File: src/rtl/lpm_outpad_arbiter_pkg.sv
// Shared state encoding and parameter limits for the output-pad arbiter.
package lpm_outpad_arbiter_pkg;

    localparam int unsigned MAX_REQUESTERS = 8;
    localparam int unsigned MAX_TURNAROUND = 7;
    localparam int unsigned MAX_HOLD       = 255;

    localparam int unsigned PTR_W  = $clog2(MAX_REQUESTERS);
    localparam int unsigned TURN_W = $clog2(MAX_TURNAROUND + 1);
    localparam int unsigned HOLD_W = $clog2(MAX_HOLD + 1);

    typedef enum logic [1:0] {
        ST_IDLE = 2'd0,
        ST_OWN  = 2'd1,
        ST_TURN = 2'd2
    } state_e;

endpackage

File: src/rtl/lpm_outpad_arbiter_rr_select.sv
// Combinational round-robin selector: first requester at or after ptr wins.
module lpm_rr_select
    import lpm_outpad_arbiter_pkg::*;
#(
    parameter int unsigned N = 2
) (
    input  logic [N-1:0]     req_i,
    input  logic [PTR_W-1:0] ptr_i,
    output logic [N-1:0]     onehot_o,
    output logic [PTR_W-1:0] idx_o
);

    logic        found;
    logic [31:0] cand;

    always_comb begin
        onehot_o = '0;
        idx_o    = '0;
        found    = 1'b0;
        cand     = '0;
        for (int unsigned k = 0; k < N; k++) begin
            // ptr < N and k < N, so one conditional subtract is the modulo.
            cand = 32'(ptr_i) + k;
            if (cand >= N) begin
                cand = cand - N;
            end
            for (int unsigned j = 0; j < N; j++) begin
                if (!found && req_i[j] && (cand == j)) begin
                    found       = 1'b1;
                    onehot_o[j] = 1'b1;
                    idx_o       = PTR_W'(j);
                end
            end
        end
    end

endmodule

File: src/rtl/lpm_outpad_arbiter.sv
// Round-robin arbiter that hands a shared output pad to one requester at a time,
// with a bounded burst length and a dead turnaround gap between owners.
module lpm_outpad_arbiter
    import lpm_outpad_arbiter_pkg::*;
#(
    parameter     lpm_type       = "lpm_outpad_arbiter",
    parameter int lpm_width      = 1,
    parameter int lpm_requesters = 2,
    parameter int lpm_turnaround = 1,
    parameter int lpm_maxhold    = 0,
    parameter     lpm_hint       = "UNUSED"
) (
    input  logic                                clock,
    input  logic                                aclr_n,
    input  logic [lpm_requesters-1:0]           req,
    input  logic [lpm_requesters-1:0]           last,
    input  logic [lpm_requesters*lpm_width-1:0] data,
    output logic [lpm_requesters-1:0]           grant,
    output logic [lpm_width-1:0]                pad,
    output logic                                pad_oe,
    output logic                                busy
);

    state_e                    state_q;
    logic [PTR_W-1:0]          ptr_q;
    logic [PTR_W-1:0]          owner_q;
    logic [HOLD_W-1:0]         hold_q;
    logic [TURN_W-1:0]         turn_q;
    logic [lpm_requesters-1:0] grant_q;
    logic [lpm_width-1:0]      pad_q;
    logic                      pad_oe_q;

    logic [lpm_requesters-1:0] win_onehot;
    logic [PTR_W-1:0]          win_idx;
    logic                      own_req;
    logic                      own_last;
    logic [lpm_width-1:0]      own_data;
    logic                      hold_done;

    lpm_rr_select #(
        .N (lpm_requesters)
    ) u_rr_select (
        .req_i    (req),
        .ptr_i    (ptr_q),
        .onehot_o (win_onehot),
        .idx_o    (win_idx)
    );

    always_comb begin
        own_req  = 1'b0;
        own_last = 1'b0;
        own_data = '0;
        for (int unsigned j = 0; j < lpm_requesters; j++) begin
            if (owner_q == PTR_W'(j)) begin
                own_req  = req[j];
                own_last = last[j];
                own_data = data[j*lpm_width +: lpm_width];
            end
        end
    end

    assign hold_done = (lpm_maxhold != 0) && (hold_q == HOLD_W'(lpm_maxhold));

    always_ff @(posedge clock or negedge aclr_n) begin
        if (!aclr_n) begin
            state_q  <= ST_IDLE;
            ptr_q    <= '0;
            owner_q  <= '0;
            hold_q   <= '0;
            turn_q   <= '0;
            grant_q  <= '0;
            pad_q    <= '0;
            pad_oe_q <= 1'b0;
        end else begin
            case (state_q)
                ST_IDLE: begin
                    pad_q    <= '0;
                    pad_oe_q <= 1'b0;
                    if (|req) begin
                        grant_q <= win_onehot;
                        owner_q <= win_idx;
                        ptr_q   <= (win_idx == PTR_W'(lpm_requesters - 1)) ?
                                   '0 : win_idx + PTR_W'(1);
                        hold_q  <= HOLD_W'(1);
                        state_q <= ST_OWN;
                    end
                end
                ST_OWN: begin
                    // A dropped request ends the burst without moving data.
                    if (own_req) begin
                        pad_q    <= own_data;
                        pad_oe_q <= 1'b1;
                    end else begin
                        pad_q    <= '0;
                        pad_oe_q <= 1'b0;
                    end
                    if (!own_req || own_last || hold_done) begin
                        grant_q <= '0;
                        hold_q  <= '0;
                        if (lpm_turnaround > 0) begin
                            state_q <= ST_TURN;
                            turn_q  <= TURN_W'(lpm_turnaround);
                        end else begin
                            state_q <= ST_IDLE;
                        end
                    end else if ((lpm_maxhold != 0) && (hold_q != HOLD_W'(MAX_HOLD))) begin
                        hold_q <= hold_q + HOLD_W'(1);
                    end
                end
                ST_TURN: begin
                    pad_q    <= '0;
                    pad_oe_q <= 1'b0;
                    turn_q   <= turn_q - TURN_W'(1);
                    if (turn_q <= TURN_W'(1)) begin
                        turn_q  <= '0;
                        state_q <= ST_IDLE;
                    end
                end
                default: begin
                    state_q  <= ST_IDLE;
                    grant_q  <= '0;
                    pad_q    <= '0;
                    pad_oe_q <= 1'b0;
                end
            endcase
        end
    end

    assign grant  = grant_q;
    assign pad    = pad_q;
    assign pad_oe = pad_oe_q;
    assign busy   = (state_q != ST_IDLE);

endmodule

File: config.mk
export PLATFORM = sky130hd
export DESIGN_NAME = lpm_outpad_arbiter
export DESIGN_NICKNAME = d
export VERILOG_FILES = /design/src/rtl/lpm_outpad_arbiter_pkg.sv /design/src/rtl/lpm_outpad_arbiter_rr_select.sv /design/src/rtl/lpm_outpad_arbiter.sv
export SDC_FILE = /design/constraint.sdc
export NUM_CORES = 1
export LEC_CHECK = 0
export BUFFER_PORTS_ARGS = -buffer_cell sky130_fd_sc_hd__buf_2
export CAP_MARGIN = 20
export CORE_MARGIN = 4
export CORE_UTILIZATION = 25
export DETAILED_ROUTE_END_ITERATION = 12
export PLACE_DENSITY = 0.54
export SYNTH_ARGS = -nofsm -noshare
export SYNTH_HDL_FRONTEND = slang
export SYNTH_SLANG_ARGS = --single-unit
export TNS_END_PERCENT = 30
File: constraint.sdc
create_clock -name clock -period 1.15 [get_ports clock]
set_input_delay 0 -clock clock [delete_from_list [all_inputs] [get_ports clock]]
set_output_delay 0 -clock clock [all_outputs]
set_load 0.01 [all_outputs]
==> results.ini <==
[synthesis]
synth_ff_type=dfrtp_1
synthesis.area_sq_um=577
async_flop_share=1.00
synth-edff-count=0
synthTopCellsByArea=dfrtp_1 48%, ha_1 4.3%, nand2b_1 4.3%, nand2_1 3.9%, a21oi_1 2.6%
avgSynthCellArea_sq_um=10.5
yosysWarnings=0
ys_seq_elements=11
synth.distinct_cells=29
synth_area_leader_cell=dfrtp_1
synthCells=55
ys_seq_area_frac=0.477
synth.top_cell.area_share=0.477
synth_nets=65

[sta]
fin_ws_ns=-0.0375
tightest_slew_ns=0.258
setup_viol=1
period_share=1.03
period_needed_ns=1.19
worst_clock_skew_ns=0.00291
fmax_mhz=842
timing.final.hold_violations=0
finalMaxSlewViolations=0
relSlewSlack=0.828
rsz0062_at_grt=true
finalHoldWorstSlack_ns=0.0799
tns_ns=-0.0375

[setup_path]
critPathKind=reg -> reg
critPathMaxFanout=3
crit_path_start_kind=register
cp-end-kind=register
cp.required_ns=1.30
worst_ep_arrival_time_ns=1.34

[floorplan]
die_area_sq_mm=0.00314
coreArea_sq_mm=0.00221
start_util=0.261
rows=17
pin_count=13
die_w_um=56.0
die_h_um=56.0

[detailed_routing]
drtIter0Drc=3
dr.pass1.iters=4
drt-vias-per-instance=4.56
wl_per_cell_um=11.4
postRouteAntennaNets=0
drt_wl_total_um=1250
drc=0
routed-via-count=502

[finish]
instances_no_fill=110
fin_nets=93
mostFrequentLayoutCells=12 x buf_2, 9 x dfrtp_1, 7 x buf_4, 6 x nand2_1
synthToLayoutAreaGrowth_pct=47.5
antenna_cells=0
final_area_sq_um=851
drive_gt1_frac=0.451
final_common_cell=buf_2

[global_routing]
antenna_found_initial=0
gr-total-overflow=0
grt_max_degree=12
grt_pass1_vias=513
track_usage=0.0875
grt_pass1_wl_um=2190

[outcome]
outcome=finished, violations left
violations=setup timing

[clock_tree]
clock_latency_ns=0.26
cts_sinks=11
cts_tree=built
cts-root-buf=clkbuf_4
path_clk_slew_ns=0.07
clockBufferDepth=2
cts_made_buffers=3
ctsHtreeMaxLevel=1

[power]
power_density_mw_per_mm2=2420
p_leak_uw=0.000376
ir_drop_mv=1.44
finalPower_uw=2060

[placement]
numPlacedInstances=101
post-dp-hpwl_um=920
gp_congestion=0.707
io_buffers=12
placed_cell_area_sq_um=719

[flow_run]
drv_cap=0

[hold_path]
worstHoldPathType=in -> reg

## critical path, cell delays in order, from the launching register on
cell,delay (ns)
dfrtp_1,0.40
inv_2,0.09
ha_4,0.12
o21ba_4,0.14
nor3b_2,0.15
a31o_1,0.18
## final cells by class
class | instances | area, sq um
inverter | 4 | 15.0
timing repair buffer | 24 | 164
sequential | 11 | 278
clock buffer | 4 | 26.3
tap | 28 | 35.0
fill | 234 | 1360
multi-input combinational | 39 | 333
## layer usage
layer / routed length (um) / global-route usage / part of all wire
met4: 9 / 0.0102 / 0.0072
met2: 586 / 0.134 / 0.47
met1: 589 / 0.118 / 0.47
met5: 0 / 0 / 0
met3: 63 / 0.0371 / 0.050
## flip-flops by register name (all words and copies together), names as in the netlist
signal   cells
pad          1
grant        2
turn_q       3
owner_q      1
pad_oe       1
state_q      2
ptr_q        1
## Yosys cell counts, types with 2 or more instances
cell       n
nand2b_1   4
nand2_1    6
o21bai_1   2
ha_1       2
nand3b_1   2
a21oi_1    3
dfrtp_1   11
inv_1      4
## path summary, 6_finish.rpt
| kind | cells after the start | end | from | slack, ns |
|---|---|---|---|---|
| min | 3 | state_q[1]$_DFFE_PN0P_ | last[0] | 0.08 |
| min reg2reg | 1 | ptr_q[0]$_DFFE_PN0P_ | ptr_q[0]$_DFFE_PN0P_ | 0.50 |
| max reg2reg | 5 | turn_q[2]$_DFFE_PN0P_ | turn_q[1]$_DFFE_PN0P_ | -0.04 |
| max | 5 | turn_q[2]$_DFFE_PN0P_ | turn_q[1]$_DFFE_PN0P_ | -0.04 |
| min in group asynchronous | 2 | grant[1]$_DFFE_PN0P_ | aclr_n | 0.13 |
| max in group asynchronous | 2 | turn_q[0]$_DFFE_PN0P_ | aclr_n | 0.81 |
## kinds of logic (layout without fill, tap and decap cells)
family                   count (synthesis)  after routing  synth area share
buffers and inverters                    5             32            0.0347
adder cells (fa/ha/maj)                  2              2            0.0434
flip-flops                              11             11             0.477
AO/OA/AOI/OAI                           17             17             0.245
AND/OR/NAND/NOR                         20             20             0.200
## metrics by stage
step / worst slack [ns] / utilization
6_report: -0.0375 / 0.385
5_1_grt: -0.0937 / 0.385
4_1_cts: -0.0240 / 0.378
3_5_place_dp: -0.0370 / 0.325
3_3_place_gp: -0.0466 / 0.325
2_1_floorplan: 0.0157 / -
## what timing repair did
| action | CTS | global route |
|---|---|---|
| endpoints found under the setup margin | 5 | 6 |
| resized for setup | 10 | 3 |
| pin swaps | 3 | 0 |
| endpoints found under the hold margin | 13 | 0 |
| hold buffers | 4 | 0 |
| buffers inserted | 1 | 0 |
## power breakdown
group	leakage, uW	internal, uW	switching [uW]	total, uW
combinational	0.000224	618	461	1080
clock	0.0000150	134	126	260
sequential	0.000137	556	164	720
Power figures use the tool's default switching activity.
